<file path="src/rtl/ntt_sram_port_ctrl.sv">
// ntt_sram_port_ctrl: single-port controller that fills the 128x16 coefficient SRAM from a stream and drains it in natural or bit-reversed order
// Ports: clk/rst_n; start_load, start_drain, bitrev commands; in_valid/in_data/in_ready load stream;
//        out_valid/out_data/out_ready drain stream; busy, done status; sram_* registered macro pins, sram_o read data.
module ntt_sram_port_ctrl #(
  parameter int ADDR_W      = 7,
  parameter int DATA_W      = 16,
  parameter int DEPTH       = 1 << ADDR_W,
  parameter int OFIFO_DEPTH = 4
) (
  input  logic              clk,
  input  logic              rst_n,
  input  logic              start_load,
  input  logic              start_drain,
  input  logic              bitrev,
  input  logic              in_valid,
  input  logic [DATA_W-1:0] in_data,
  output logic              in_ready,
  output logic              out_valid,
  output logic [DATA_W-1:0] out_data,
  input  logic              out_ready,
  output logic              busy,
  output logic              done,
  output logic [ADDR_W-1:0] sram_a,
  output logic [DATA_W-1:0] sram_i,
  output logic              sram_csb,
  output logic              sram_web,
  output logic              sram_oeb,
  input  logic [DATA_W-1:0] sram_o
);
  localparam int PW = $clog2(OFIFO_DEPTH);
  localparam int CW = $clog2(OFIFO_DEPTH + 3);
  typedef enum logic [1:0] {IDLE, LOAD, LFIN, DRAIN} state_t;
  state_t            state_q;
  logic [ADDR_W-1:0] wcnt_q, popcnt_q, rev_addr, rd_addr;
  logic [ADDR_W:0]   rcnt_q;
  logic              bitrev_q, in_ready_q, done_q, rd_p1_q, rd_p2_q;
  logic [ADDR_W-1:0] sram_a_q;
  logic [DATA_W-1:0] sram_i_q;
  logic              sram_csb_q, sram_web_q, sram_oeb_q;
  logic [DATA_W-1:0] mem_q [OFIFO_DEPTH];
  logic [PW-1:0]     wp_q, rp_q;
  logic [CW-1:0]     cnt_q;
  logic              hs, issue, push, pop, last_pop;
  for (genvar g = 0; g < ADDR_W; g++) begin : g_rev
    assign rev_addr[g] = rcnt_q[ADDR_W-1-g];
  end
  assign rd_addr   = bitrev_q ? rev_addr : rcnt_q[ADDR_W-1:0];
  assign hs        = state_q == LOAD && in_valid && in_ready_q;
  // Credit check counts FIFO entries plus reads still in the 2-cycle macro pipeline.
  assign issue     = state_q == DRAIN && rcnt_q < (ADDR_W+1)'(DEPTH) &&
                     (cnt_q + CW'(rd_p1_q) + CW'(rd_p2_q)) < CW'(OFIFO_DEPTH);
  assign push      = rd_p2_q;
  assign pop       = out_valid && out_ready;
  assign last_pop  = state_q == DRAIN && pop && popcnt_q == ADDR_W'(DEPTH - 1);
  assign in_ready  = in_ready_q;
  assign out_valid = |cnt_q;
  assign out_data  = mem_q[rp_q];
  assign busy      = state_q != IDLE;
  assign done      = done_q;
  assign sram_a    = sram_a_q;
  assign sram_i    = sram_i_q;
  assign sram_csb  = sram_csb_q;
  assign sram_web  = sram_web_q;
  assign sram_oeb  = sram_oeb_q;
  function automatic logic [PW-1:0] inc(input logic [PW-1:0] p);
    return p == PW'(OFIFO_DEPTH - 1) ? '0 : p + 1'b1;
  endfunction
  always_ff @(posedge clk or negedge rst_n) begin
    if (!rst_n) begin
      state_q    <= IDLE;
      wcnt_q     <= '0;
      rcnt_q     <= '0;
      popcnt_q   <= '0;
      bitrev_q   <= 1'b0;
      in_ready_q <= 1'b0;
      done_q     <= 1'b0;
      rd_p1_q    <= 1'b0;
      rd_p2_q    <= 1'b0;
      sram_a_q   <= '0;
      sram_i_q   <= '0;
      sram_csb_q <= 1'b1;
      sram_web_q <= 1'b1;
      sram_oeb_q <= 1'b1;
    end else begin
      done_q  <= 1'b0;
      rd_p1_q <= issue;
      rd_p2_q <= rd_p1_q;
      case (state_q)
        IDLE: begin
          sram_csb_q <= 1'b1;
          sram_web_q <= 1'b1;
          sram_oeb_q <= 1'b1;
          if (start_load) begin
            state_q    <= LOAD;
            in_ready_q <= 1'b1;
            wcnt_q     <= '0;
          end else if (start_drain) begin
            state_q    <= DRAIN;
            sram_oeb_q <= 1'b0;
            bitrev_q   <= bitrev;
            rcnt_q     <= '0;
            popcnt_q   <= '0;
          end
        end
        LOAD: begin
          sram_csb_q <= !hs;
          sram_web_q <= !hs;
          if (hs) begin
            sram_a_q <= wcnt_q;
            sram_i_q <= in_data;
            wcnt_q   <= wcnt_q + 1'b1;
            if (wcnt_q == ADDR_W'(DEPTH - 1)) begin
              in_ready_q <= 1'b0;
              state_q    <= LFIN;
            end
          end
        end
        LFIN: begin
          sram_csb_q <= 1'b1;
          sram_web_q <= 1'b1;
          state_q    <= IDLE;
          done_q     <= 1'b1;
        end
        DRAIN: begin
          sram_web_q <= 1'b1;
          sram_csb_q <= !issue;
          if (issue) begin
            sram_a_q <= rd_addr;
            rcnt_q   <= rcnt_q + 1'b1;
          end
          if (pop) popcnt_q <= popcnt_q + 1'b1;
          if (last_pop) begin
            state_q    <= IDLE;
            done_q     <= 1'b1;
            sram_oeb_q <= 1'b1;
          end
        end
      endcase
    end
  end
  always_ff @(posedge clk or negedge rst_n) begin
    if (!rst_n) begin
      wp_q  <= '0;
      rp_q  <= '0;
      cnt_q <= '0;
      for (int j = 0; j < OFIFO_DEPTH; j++) mem_q[j] <= '0;
    end else begin
      if (push) begin
        mem_q[wp_q] <= sram_o;
        wp_q        <= inc(wp_q);
      end
      if (pop) rp_q <= inc(rp_q);
      cnt_q <= cnt_q + CW'(push) - CW'(pop);
    end
  end
endmodule
</file>
<file path="config.mk">
export PLATFORM = sky130hd
export DESIGN_NAME = ntt_sram_port_ctrl
export DESIGN_NICKNAME = d
export VERILOG_FILES = /design/src/rtl/ntt_sram_port_ctrl.sv
export SDC_FILE = /design/constraint.sdc
export NUM_CORES = 1
export LEC_CHECK = 0
export ABC_AREA = 1
export BUFFER_PORTS_ARGS = -buffer_cell sky130_fd_sc_hd__buf_2
export CORE_ASPECT_RATIO = 1.5
export CORE_MARGIN = 2
export CORE_UTILIZATION = 35
export CTS_BUF_LIST = sky130_fd_sc_hd__clkbuf_16
export DETAILED_ROUTE_END_ITERATION = 8
export PLACE_DENSITY_LB_ADDON = 0.15
export SLEW_MARGIN = 40
export SYNTH_ARGS = -nofsm -noshare
export SYNTH_HDL_FRONTEND = slang
export SYNTH_SLANG_ARGS = --single-unit
</file>
<file path="constraint.sdc">
create_clock -name clk -period 1.64 [get_ports clk]
set_input_delay 0.164 -clock clk [delete_from_list [all_inputs] [get_ports clk]]
set_output_delay 0.164 -clock clk [all_outputs]
set_load 0.02 [all_outputs]
</file>
==> results.md <==
* IO Port Bufs at 84
* Most used DFF post-synth: dfrtp_1
* CTS tree: done
* Max Cap Viol at 0
* Largest net degree at the start of global routing at 75
* Routed met2 length at 7760 um
* Mapped Nets at 734
* Clock Latency Late Sink at 0.42 ns
* Die ar. at 0.0175 mm^2
* Syn. warnings at 0
* Root Buffer: clkbuf_16
* Routability cong. at 0.822
* Outcome: complete, but fails checks
* Final setup vio count at 17
* Most common cell after layout, fill and taps aside: nand2_1
* Final period util at 105%
* Final hold slack at 0.0563 ns
* Total track usage at 17.5%
* Placed Cells at 971
* M1 wire length at 6100 um
* TritonCTS buffer count at 17
* Nets at 867
* CTS H-tree lvls at 4
* Critical path's top delay family: buffers and inverters
* Netlist Area Pre-Place at 0.00574 mm^2
* DR vias at 5052
* Leak at 3.86 nW
* Hold crit path type: input pin to flop
* Multi-input gate area at 0.00246 mm^2
* Async S/R FF share, synth at 100%
* Starting Density at 35.6%
* Met3 wire length at 570 um
* Core area at 0.0161 mm^2
* Layout cells sized above 1 at 26.1%
* Yosys top cell by area: dfrtp_1
* Cell variety after synth at 31
* Worst-path maximum fanout at 7
* PwrDens at 1940 mW/mm^2
* Worst VDD drop at 0.000937 V
* Vias per inst at 4.88
* Fmax at 582 MHz
* CP peak stage delay at 0.46 ns
* Register area at 0.00316 mm^2
* Synth top area share at 53.6%
* DRC at 0
* Final Max Tran Viols at 0
* Setup ws final at -0.0774 ns
* Number of synthesized flops with an enable pin at 0
* Failing checks: negative setup slack
* Least-Margin Pin Slew at 0.436 ns
* Max_slew headroom at 70.9%
* Sequential area share after synthesis at 55.0%
* CP required at 1.48 ns
* Drt first pass iters at 4
* Fin util at 48.2%
* Remaining antenna violation count after routing at 0
* Post-Layout Cell Count at 1036
* Area growth syn-to-layout at 35.2%
* Setup TNS at -0.857 ns
* Hold Vio Cnt, Final at 0
* Worst-path clk slew at 0.06 ns
* Max Used Layer: met4
* Most frequent cells in the layout: 185 x nand2_1, 122 x dfrtp_1, 94 x o21ai_0
* First-pass GRT wire length at 24000 um
* Crit-path cells: clkinv_4 -> clkbuf_16 -> nor2_2 -> o22ai_1 -> buf_4
* CTS max path bufs at 2
* N_diodes at 0
* Final setup skew at 0.00763 ns
* Mean routed wirelength per cell at 14.2 um
* Die Y at 161 um
* CP max-delay cell: dfrtp_2
* Worst Path Arrival at 1.55 ns
* Fill count at 1554
* WL final at 14700 um
* Critical path class: flop to primary output
* Post-DP HPWL at 9510 um
* Synth Instances at 684
* Ports at 85
* Horiz. Die Dim at 109 um
* Clock sink count at 126
* Startpoint class of the critical path: flop
* CP Buf/Inv Count at 3
* Vias in the first global route at 5078
* Antenna violations before repair at 0
* Final worst path period need at 1.72 ns
* Flops & latches, synth at 126
* Average size of a mapped cell at 8.40 um^2
* Rows at 57
* RSZ-0062 raised after global routing: yes
* Initial DRC Count at 207
* Grt total ovfl at 0
* Total Power at 15.0 mW
* Ranking of synthesized cells by area: dfrtp_1 54%, nand2_1 13%, o21ai_0 9.9%
* Crit path capture type: primary output
per-stage QoR:
| step | setup WS [ns] | instance area [um^2] |
|---|---|---|
| after global routing | -0.149 | 7760 |
| after global placement | 0.0579 | 6580 |
| after floorplan | -0.0779 | 5750 |
| final | -0.0774 | 7760 |
| after detailed placement | -0.0969 | 6580 |
| after CTS | -0.104 | 7360 |
cells by family (layout without fill, tap and decap cells):
family	Yosys count	in the layout	share of synthesized area (%)
xor+xnor	4	4	0.610
compound gates	160	160	14.4
simple gates	300	300	22.0
buf+inv	83	229	5.51
flops	126	126	55.0
fa+ha+maj	11	11	2.53
synthesized netlist by cell type, types with 2 or more instances:
| master | number |
|---|---|
| a21oi_1 | 11 |
| buf_2 | 4 |
| clkbuf_1 | 21 |
| dfrtp_1 | 123 |
| dfstp_2 | 3 |
| ha_1 | 10 |
| inv_1 | 51 |
| inv_2 | 5 |
| nand2_1 | 202 |
| nand2_4 | 5 |
| nand3_1 | 18 |
| nand3_4 | 2 |
| nand4_1 | 5 |
| nor2_1 | 57 |
| nor2_2 | 3 |
| nor3_1 | 2 |
| nor3b_1 | 2 |
| o21ai_0 | 114 |
| o21ai_1 | 16 |
| o22ai_1 | 16 |
| xnor2_1 | 4 |
registers in the layout, indices dropped and copies added (netlist names), 2 cells and up:
signal,count
mem_q,64
sram_i,16
rcnt_q,8
popcnt_q,7
sram_a,7
wcnt_q,7
cnt_q,3
rp_q,2
state_q,2
wp_q,2
power by group:
part	internal, mW	switching, mW	total [mW]
registers	4.32	0.851	5.17
clock network	2.01	1.30	3.32
logic	2.79	3.76	6.54
repair_timing:
action,4_1_cts,5_1_grt
cloned,0,3
setup buffers,4,9
pin swaps,3,19
endpoints found under the hold margin,140,0
setup endpoints to repair,18,36
hold buffers,18,0
resized for setup,21,96
per-layer routing:
metal  global-route usage, %  up-vias
met2                    30.1      113
li1                        -     2486
met3                    4.99       31
met4                    6.70        0
met1                    20.2     2422
met5                       0        -
path summary, 6_finish.rpt:
kind	from	end	slack, ns	cells past startpoint
max reg2reg	cnt_q[0]$_DFF_PN0_	cnt_q[1]$_DFF_PN0_	-0.05	8
min	sram_o[9]	mem_q[9]$_DFFE_PN0P_	0.06	3
min reg2reg	rd_p1_q$_DFF_PN0_	push$_DFF_PN0_	0.42	0
max	rp_q[0]$_DFFE_PN0P_	out_data[7]	-0.08	5
min in group asynchronous	rst_n	mem_q[2]$_DFFE_PN0P_	0.28	3
max in group asynchronous	rst_n	sram_web$_DFF_PN1_	0.93	3
worst register-to-register path, cell delays in order, from the launching register on:
cell and delay (ns):
dfrtp_1 0.39, nor2_2 0.14, nand2_2 0.07, nand2_2 0.09, xnor2_2 0.11, ha_2 0.20
inv_2 0.04, fa_2 0.52, inv_2 0.03
cell type report:
cell class	instances	share of cell area, %
multi-input cells	475	31.7
inverters	57	2.88
clock inverters	15	1.18
well taps	206	3.32
repair buffers	140	14.8
clock buffers	17	5.48
flip-flops and latches	126	40.7
Power figures use the tool's default switching activity.
